### config.mk
export PLATFORM = sky130hd
export DESIGN_NAME = banked_act_mem
export DESIGN_NICKNAME = d
export VERILOG_FILES = /design/src/rtl/banked_act_mem.sv
export SDC_FILE = /design/constraint.sdc
export NUM_CORES = 2
export LEC_CHECK = 0
export BUFFER_PORTS_ARGS = -buffer_cell sky130_fd_sc_hd__buf_2
export CORE_MARGIN = 2
export CORE_UTILIZATION = 57
export DETAILED_ROUTE_END_ITERATION = 6
export GPL_ROUTABILITY_DRIVEN = 0
export GPL_TIMING_DRIVEN = 0
export PLACE_DENSITY = 0.86
export SYNTH_ARGS = -nofsm -noshare
export SYNTH_HDL_FRONTEND = slang
export SYNTH_SLANG_ARGS = --single-unit
### constraint.sdc
create_clock -name i_clk -period 4.7 [get_ports i_clk]
set_clock_uncertainty 0.1 [all_clocks]
set_input_delay 0.235 -clock i_clk [delete_from_list [all_inputs] [get_ports i_clk]]
set_output_delay 0.235 -clock i_clk [all_outputs]
set_load 0.02 [all_outputs]
### src/rtl/banked_act_mem.sv
// Multi-bank activation buffer: logical banks mapped onto one flat dual-port RAM
// through a rotating bank map, with a 2-cycle pipelined read and a sticky range-error flag.
module banked_act_mem #(
    parameter int DATA_W     = 24,
    parameter int BANK_DEPTH = 40,
    parameter int NUM_BANKS  = 3,
    parameter int ADDR_W     = 6,
    parameter int BANK_W     = 2
) (
    input  logic              i_clk,
    input  logic              i_rst,
    input  logic              i_rd_en,
    input  logic [BANK_W-1:0] i_rd_bank,
    input  logic [ADDR_W-1:0] i_rd_addr,
    input  logic              i_wr_en,
    input  logic [BANK_W-1:0] i_wr_bank,
    input  logic [ADDR_W-1:0] i_wr_addr,
    input  logic [DATA_W-1:0] i_wr_data,
    input  logic              i_rotate,
    output logic              o_rd_valid,
    output logic [DATA_W-1:0] o_rd_data,
    output logic [BANK_W-1:0] o_rot_ptr,
    output logic              o_err
);
    localparam int WORDS  = NUM_BANKS * BANK_DEPTH;
    localparam int FLAT_W = $clog2(WORDS);

    logic [DATA_W-1:0] r_mem [WORDS];
    logic [DATA_W-1:0] r_mem_q;

    logic              r_s1_valid;
    logic              r_s1_oor;
    logic [FLAT_W-1:0] r_s1_addr;
    logic              r_s2_valid;
    logic              r_s2_oor;
    logic              r_rd_valid;
    logic [DATA_W-1:0] r_rd_data;
    logic [BANK_W-1:0] r_rot_ptr;
    logic              r_err;

    logic              w_rd_oor;
    logic              w_wr_oor;
    logic [FLAT_W-1:0] w_rd_flat;
    logic [FLAT_W-1:0] w_wr_flat;

    function automatic logic is_oor(input logic [BANK_W-1:0] bank, input logic [ADDR_W-1:0] addr);
        return ({1'b0, bank} >= (BANK_W+1)'(NUM_BANKS)) || ({1'b0, addr} >= (ADDR_W+1)'(BANK_DEPTH));
    endfunction

    // Only meaningful for in-range bank/addr: both operands < NUM_BANKS, so one subtract wraps.
    function automatic logic [FLAT_W-1:0] flat_addr(input logic [BANK_W-1:0] bank,
                                                    input logic [ADDR_W-1:0] addr,
                                                    input logic [BANK_W-1:0] rot);
        logic [BANK_W:0] sum;
        sum = {1'b0, bank} + {1'b0, rot};
        if (sum >= (BANK_W+1)'(NUM_BANKS))
            sum = sum - (BANK_W+1)'(NUM_BANKS);
        return FLAT_W'(sum[BANK_W-1:0]) * FLAT_W'(BANK_DEPTH) + FLAT_W'(addr);
    endfunction

    assign w_rd_oor  = is_oor(i_rd_bank, i_rd_addr);
    assign w_wr_oor  = is_oor(i_wr_bank, i_wr_addr);
    assign w_rd_flat = w_rd_oor ? '0 : flat_addr(i_rd_bank, i_rd_addr, r_rot_ptr);
    assign w_wr_flat = w_wr_oor ? '0 : flat_addr(i_wr_bank, i_wr_addr, r_rot_ptr);

    // RAM with registered read; read-before-write on a same-address collision.
    always_ff @(posedge i_clk) begin
        if (!i_rst && i_wr_en && !w_wr_oor)
            r_mem[w_wr_flat] <= i_wr_data;
        r_mem_q <= r_mem[r_s1_addr];
    end

    always_ff @(posedge i_clk) begin
        if (i_rst) begin
            r_s1_valid <= 1'b0;
            r_s1_oor   <= 1'b0;
            r_s1_addr  <= '0;
            r_s2_valid <= 1'b0;
            r_s2_oor   <= 1'b0;
            r_rd_valid <= 1'b0;
            r_rd_data  <= '0;
            r_rot_ptr  <= '0;
            r_err      <= 1'b0;
        end else begin
            r_s1_valid <= i_rd_en;
            r_s1_oor   <= w_rd_oor;
            r_s1_addr  <= w_rd_flat;
            r_s2_valid <= r_s1_valid;
            r_s2_oor   <= r_s1_oor;
            r_rd_valid <= r_s2_valid;
            if (r_s2_valid)
                r_rd_data <= r_s2_oor ? '0 : r_mem_q;
            if (i_rotate)
                r_rot_ptr <= (r_rot_ptr == BANK_W'(NUM_BANKS - 1)) ? '0 : r_rot_ptr + BANK_W'(1);
            if ((i_rd_en && w_rd_oor) || (i_wr_en && w_wr_oor))
                r_err <= 1'b1;
        end
    end

    assign o_rd_valid = r_rd_valid;
    assign o_rd_data  = r_rd_data;
    assign o_rot_ptr  = r_rot_ptr;
    assign o_err      = r_err;
endmodule

==> summary.md, run 1 <==
| Metric | Value |
|---|---|
| Seq/Total Area, Yosys | 0.778 |
| Last stage reached | global routing |
| DP HPWL | 286000 µm |
| CTS H-tree depth | 5 |
| Placed Area | 121000 µm² |
| Top cell type's share of synthesized area | 0.766 |
| Run Error | [ERROR GRT-0232] Routing congestion too high. Check the congestion heatmap in the GUI. |
| Syn_nets | 5168 |
| Top_reg_cell synth | edfxtp_1 |
| Die width | 449 µm |
| Cell Rows | 163 |
| I/O Buffers | 71 |
| Cells after Synth | 5109 |
| Top post-synthesis cells by area | edfxtp_1 (77%), mux4_2 (14%), mux2i_1 (1.3%) |
| Post-Place Setup Slack | -1.49 ns |
| Initial Util | 0.573 |
| Outcome | aborted with a tool error |
| Grt total ovfl | 22 |
| Post-synth cell types | 66 |
| Maximum number of pins on one net before global-route repair | 107 |
| CTS root buf | clkbuf_16 |
| TritonCTS Buffers | 291 |
| Yosys top cell by area | edfxtp_1 |
| Die Height | 449 µm |
| Mean Syn Cell Area | 22.1 µm² |
| Warnings from Yosys | 0 |
| I/O Pins | 73 |
| GR Util All Layers | 0.695 |
| Clock buffer depth | 4 |
| Seq cells post-synth | 2943 |
| Number of synthesized flops with an enable pin | 2880 |
| Synth Cell Area | 113000 µm² |
| Share of flip-flops with an asynchronous set or reset | 0 |
| Clk sinks | 2943 |
==> synth_stat cells, types with 4 or more instances <==
cell and count:
o211ai_1 19, o311ai_0 8, mux2i_1 151, inv_1 17
nor2b_1 39, and2_1 14, mux4_1 11, nand3_1 41
a31oi_1 17, o2111ai_1 6, buf_1 22, buf_6 23
clkbuf_1 83, a32oi_1 25, a22o_1 12, ha_1 10
nor2_1 206, buf_2 74, mux2_2 42, o21ai_0 53
nor3_1 25, a21oi_1 69, nand3b_1 5, a22oi_1 57
nand2b_1 4, o22ai_1 18, a221oi_1 37, nand2_1 205
o221ai_1 15, mux4_2 701, a211oi_1 7, a32o_1 6
nand4_1 16, edfxtp_1 2880, fa_1 4, dfxtp_1 63
buf_4 74
==> metrics by stage <==
step | instances | utilization
floorplan | 5109 | -
global placement | 7820 | 0.592
detailed placement | 7968 | 0.614
CTS | 8661 | 0.674
==> repair_timing <==
item,CTS
cloned,3
setup buffers,157
endpoints found under the hold margin,1751
setup endpoints to repair,2904
hold buffers,48
resized for setup,150
pin swaps,113
==> routing by layer <==
layer / overflow / GRT usage
met4: 4 / 0.676
met5: 0 / 0.587
met2: 9 / 0.796
met1: 6 / 0.632
met3: 3 / 0.671
==> cell families after synthesis <==
family | after synthesis | synth area share
buffers and inverters | 297 | 0.0148
and+or+nand+nor | 572 | 0.0220
AOI/OAI and AO/OA | 373 | 0.0233
adders and majority gates | 14 | 0.00182
xor gates and xnor gates | 5 | 0.000388
muxes | 905 | 0.160
DFF | 2943 | 0.778
==> inputs of run 2 (changes only) <==
--- a/config.mk
+++ b/config.mk
@@ -7,11 +7,11 @@
 export LEC_CHECK = 0
 export BUFFER_PORTS_ARGS = -buffer_cell sky130_fd_sc_hd__buf_2
 export CORE_MARGIN = 2
-export CORE_UTILIZATION = 57
+export CORE_UTILIZATION = 40
 export DETAILED_ROUTE_END_ITERATION = 6
 export GPL_ROUTABILITY_DRIVEN = 0
 export GPL_TIMING_DRIVEN = 0
-export PLACE_DENSITY = 0.86
+export PLACE_DENSITY_LB_ADDON = 0.15
 export SYNTH_ARGS = -nofsm -noshare
 export SYNTH_HDL_FRONTEND = slang
 export SYNTH_SLANG_ARGS = --single-unit
==> constraint.sdc (replaced) <==
create_clock -name i_clk -period 6.1 [get_ports i_clk]
set_clock_uncertainty 0.1 [all_clocks]
set_input_delay 0.305 -clock i_clk [delete_from_list [all_inputs] [get_ports i_clk]]
set_output_delay 0.305 -clock i_clk [all_outputs]
set_load 0.02 [all_outputs]
==> run 2 against run 1 <==
- synthesized cell count is the same
- the flow now finishes, with violations (design-rule violations, max-capacitance violations, max-slew violations, negative setup slack)
- area after synthesis is the same
==> summary.md, run 2 <==
| Metric | Value |
|---|---|
| Via/cell ratio | 6.50 |
| Biggest register | r_mem |
| First-pass GRT wire length | 592000 µm |
| Critical path endpoint | r_mem_q[9] |
| Worst-case reg-to-reg path depth | 8 |
| Synth Cell Area | 113000 µm² (unchanged) |
| Top cells by count, synth | edfxtp_1 (2880), mux4_2 (701), nor2_1 (206) |
| Overall power | 45400 µW |
| Seq cells post-synth | 2943 (unchanged) |
| Worst-Skew Late Latency | 0.97 ns |
| Hold WS | 0.154 ns |
| Mean Syn Cell Area | 22.1 µm² (unchanged) |
| Worst r2r dst | r_mem_q[9] |
| Maximum number of pins on one net before global-route repair | 89 |
| Endpoints failing setup | 82 |
| Slew Limit Headroom | -0.194 |
| Fin nets | 5800 |
| CTS root buf | clkbuf_16 |
| Share of layout cells above drive strength 1 | 0.295 |
| TritonCTS clock tree | done |
| Area delta synth->final | 18.1% |
| Critical Path Start Type | register |
| Post-synthesis mux area share | 0.160 (unchanged) |
| R2r startpoint | r_s1_addr[2] |
| Warnings from Yosys | 0 (unchanged) |
| WL final | 461000 µm |
| Final Cycle Share | 1.09 |
| Peak VDD IR | 308 µV |
| Top post-synthesis cells by area | edfxtp_1 (77%), mux4_2 (14%), mux2i_1 (1.3%) |
| F_max | 150 MHz |
| Top_reg_cell synth | edfxtp_1 |
| Commonest non-fill, non-tap cell in the layout | edfxtp_1 |
| Most frequent cells in the layout | edfxtp_1 (2880), mux4_2 (701), clkbuf_16 (333) |
| Vias in the first global route | 59409 |
| Cell Rows | 195 (+20%) |
| Seq/Total Area, Yosys | 0.778 (unchanged) |
| DRC viols | 456 |
| Min Clock Period, post-route | 6.67 ns |
| Post-synth cell types | 66 (unchanged) |
| Simple-gate area share of the yosys netlist | 0.0220 (unchanged) |
| CTS H-tree depth | 5 (unchanged) |
| Post-route ant nets | 0 |
| CP max FO | 10 |
| Number of synthesized flops with an enable pin | 2880 (unchanged) |
| Initial antenna violation count | 61 |
| Initial Util | 0.401 (-0.172) |
| Crit path kind | reg -> reg |
| Largest register FFs | 2880 |
| Least-Margin Pin Slew | 1.77 ns |
| Yosys top cell by area | edfxtp_1 |
| Clk slew on worst S/H paths | 0.06 ns |
| I/O Buffers | 71 (unchanged) |
| PwrDens | 340 nW/µm² |
| Outcome | complete, but fails checks |
| I/O Pins | 73 (unchanged) |
| Die width | 535 µm (+19%) |
| GR Util All Layers | 0.320 |
| TritonCTS Buffers | 324 (+11%) |
| Main combinational cell family by area after synthesis | multiplexers |
| Grt total ovfl | 0 |
| Crit. End Element | register |
| Cells after Synth | 5109 (unchanged) |
| Synth Area in Adders | 0.00182 (unchanged) |
| Reg-to-reg slack, setup | -0.57 ns |
| Die area | 286000 µm² |
| Initial drt markers | 11824 |
| RSZ-0062 raised after global routing | no |
| CP required | 6.78 ns |
| Fin. max-slew vios | 86 |
| Maxcap violations | 13 |
| Critical Path Start | r_s1_addr[2] |
| DP HPWL | 309000 µm (+8.1%) |
| DR WL/cell | 47.3 µm |
| Count leader, synth | edfxtp_1 |
| DR pass1 iterations | 7 |
| Clock buffer depth | 4 (unchanged) |
| Share of flip-flops with an asynchronous set or reset | 0 (unchanged) |
| Vias post-DR | 63363 |
| Die Height | 535 µm (+19%) |
| Lkg Pwr | 0.0413 µW |
| Critical Path AT | 7.35 ns |
| Worst min-delay path category | in -> reg |
| Synth Area in XOR/XNOR | 0.000388 (unchanged) |
| Top cell type's share of synthesized area | 0.766 (unchanged) |
| Compound-gate portion of the synthesized area | 0.0233 (unchanged) |
| Failing checks | design-rule violations, max-capacitance violations, max-slew violations, negative setup slack |
| Clk sinks | 2943 (unchanged) |
| Fin. Hold Viols | 0 |
| Syn_nets | 5168 (unchanged) |
| Worst Slack Setup Final | -0.575 ns |
| Core area | 281000 µm² |
==> run 2: cell counts after synthesis <==
No cell type changed its count.
==> run 2: where the power goes <==
part	total [µW]	internal, µW	switching [µW]
Combinational	4020	971	3050
Clock	19000	11000	7960
Sequential	22400	22300	54.2
Total	45400	34300	11100
==> run 2: critical path, stage by stage, from the launching register on <==
cell,delay (ns)
dfxtp_1,0.55
buf_2,0.51
buf_2,0.60
buf_2,0.79
clkbuf_1,1.06
o21ai_0,1.01
a31oi_1,0.94
nor3_1,0.09
o21ai_1,0.78
==> run 2: worst min path at each step <==
stage / slack, ns / start / to / cells past startpoint
3_5_place_dp: 0.33 / r_s1_valid / r_s2_valid / 1
5_1_grt: 0.20 / i_rotate / o_rot_ptr[1] / 5
4_1_cts: 0.1 / i_rotate / o_rot_ptr[1] / 5
3_3_place_gp: 0.32 / r_s1_valid / r_s2_valid / 1
2_1_floorplan: 0.30 / i_wr_data[0] / r_mem[0][0] / 0
6_report: 0.15 / i_rotate / o_rot_ptr[1] / 5
==> run 2: cell families after synthesis <==
family / Yosys count
muxes: 905
buffers and inverters: 297
xor gates and xnor gates: 5
and+or+nand+nor: 572
AOI/OAI and AO/OA: 373
DFF: 2943
adders and majority gates: 14
==> run 2: what timing repair did <==
action	in CTS	in global routing
setup endpoints to repair	220	4
hold buffers	50	0
hold endpoints to repair	1245	0
pin swaps	13	0
buffers inserted	22	0
resized for setup	2	6
==> run 2: area by class of cell <==
cell class	count	area, µm²
fillers	23054	148000
clock buffers	419	8700
flip-flops and latches	2943	87700
repair buffers	306	4690
clock inverters	136	1290
inverters	20	75.1
well taps	3743	4680
diodes	30	75.1
multi-input cells	1869	24400
plain buffers	277	1650
==> run 2: routing by layer <==
metal / vias to the layer above / GRT usage / share of wire
li1: 22889 / - / -
met1: 34114 / 0.411 / 0.36
met2: 5027 / 0.460 / 0.43
met3: 1285 / 0.122 / 0.13
met4: 48 / 0.194 / 0.074
met5: - / 0.0243 / 0.0029
==> run 2: stage by stage <==
| stage | instances | area, µm² | setup WS [ns] | utilization | setup TNS, ns |
|---|---|---|---|---|---|
| 2_1_floorplan | 5109 | 113000 | 1.10 | - | 0 |
| 3_3_place_gp | 8923 | 118000 | -2.27 | 0.419 | -3525.93 |
| 3_5_place_dp | 9085 | 122000 | -0.347 | 0.435 | -11.54 |
| 4_1_cts | 9712 | 133000 | 0.0655 | 0.473 | 0 |
| 5_1_grt | 9718 | 133000 | 0.0510 | 0.474 | 0 |
| 6_report | 9743 | 133000 | -0.575 | 0.474 | -5.57 |
Note: power is estimated with default switching activity, not from simulation.
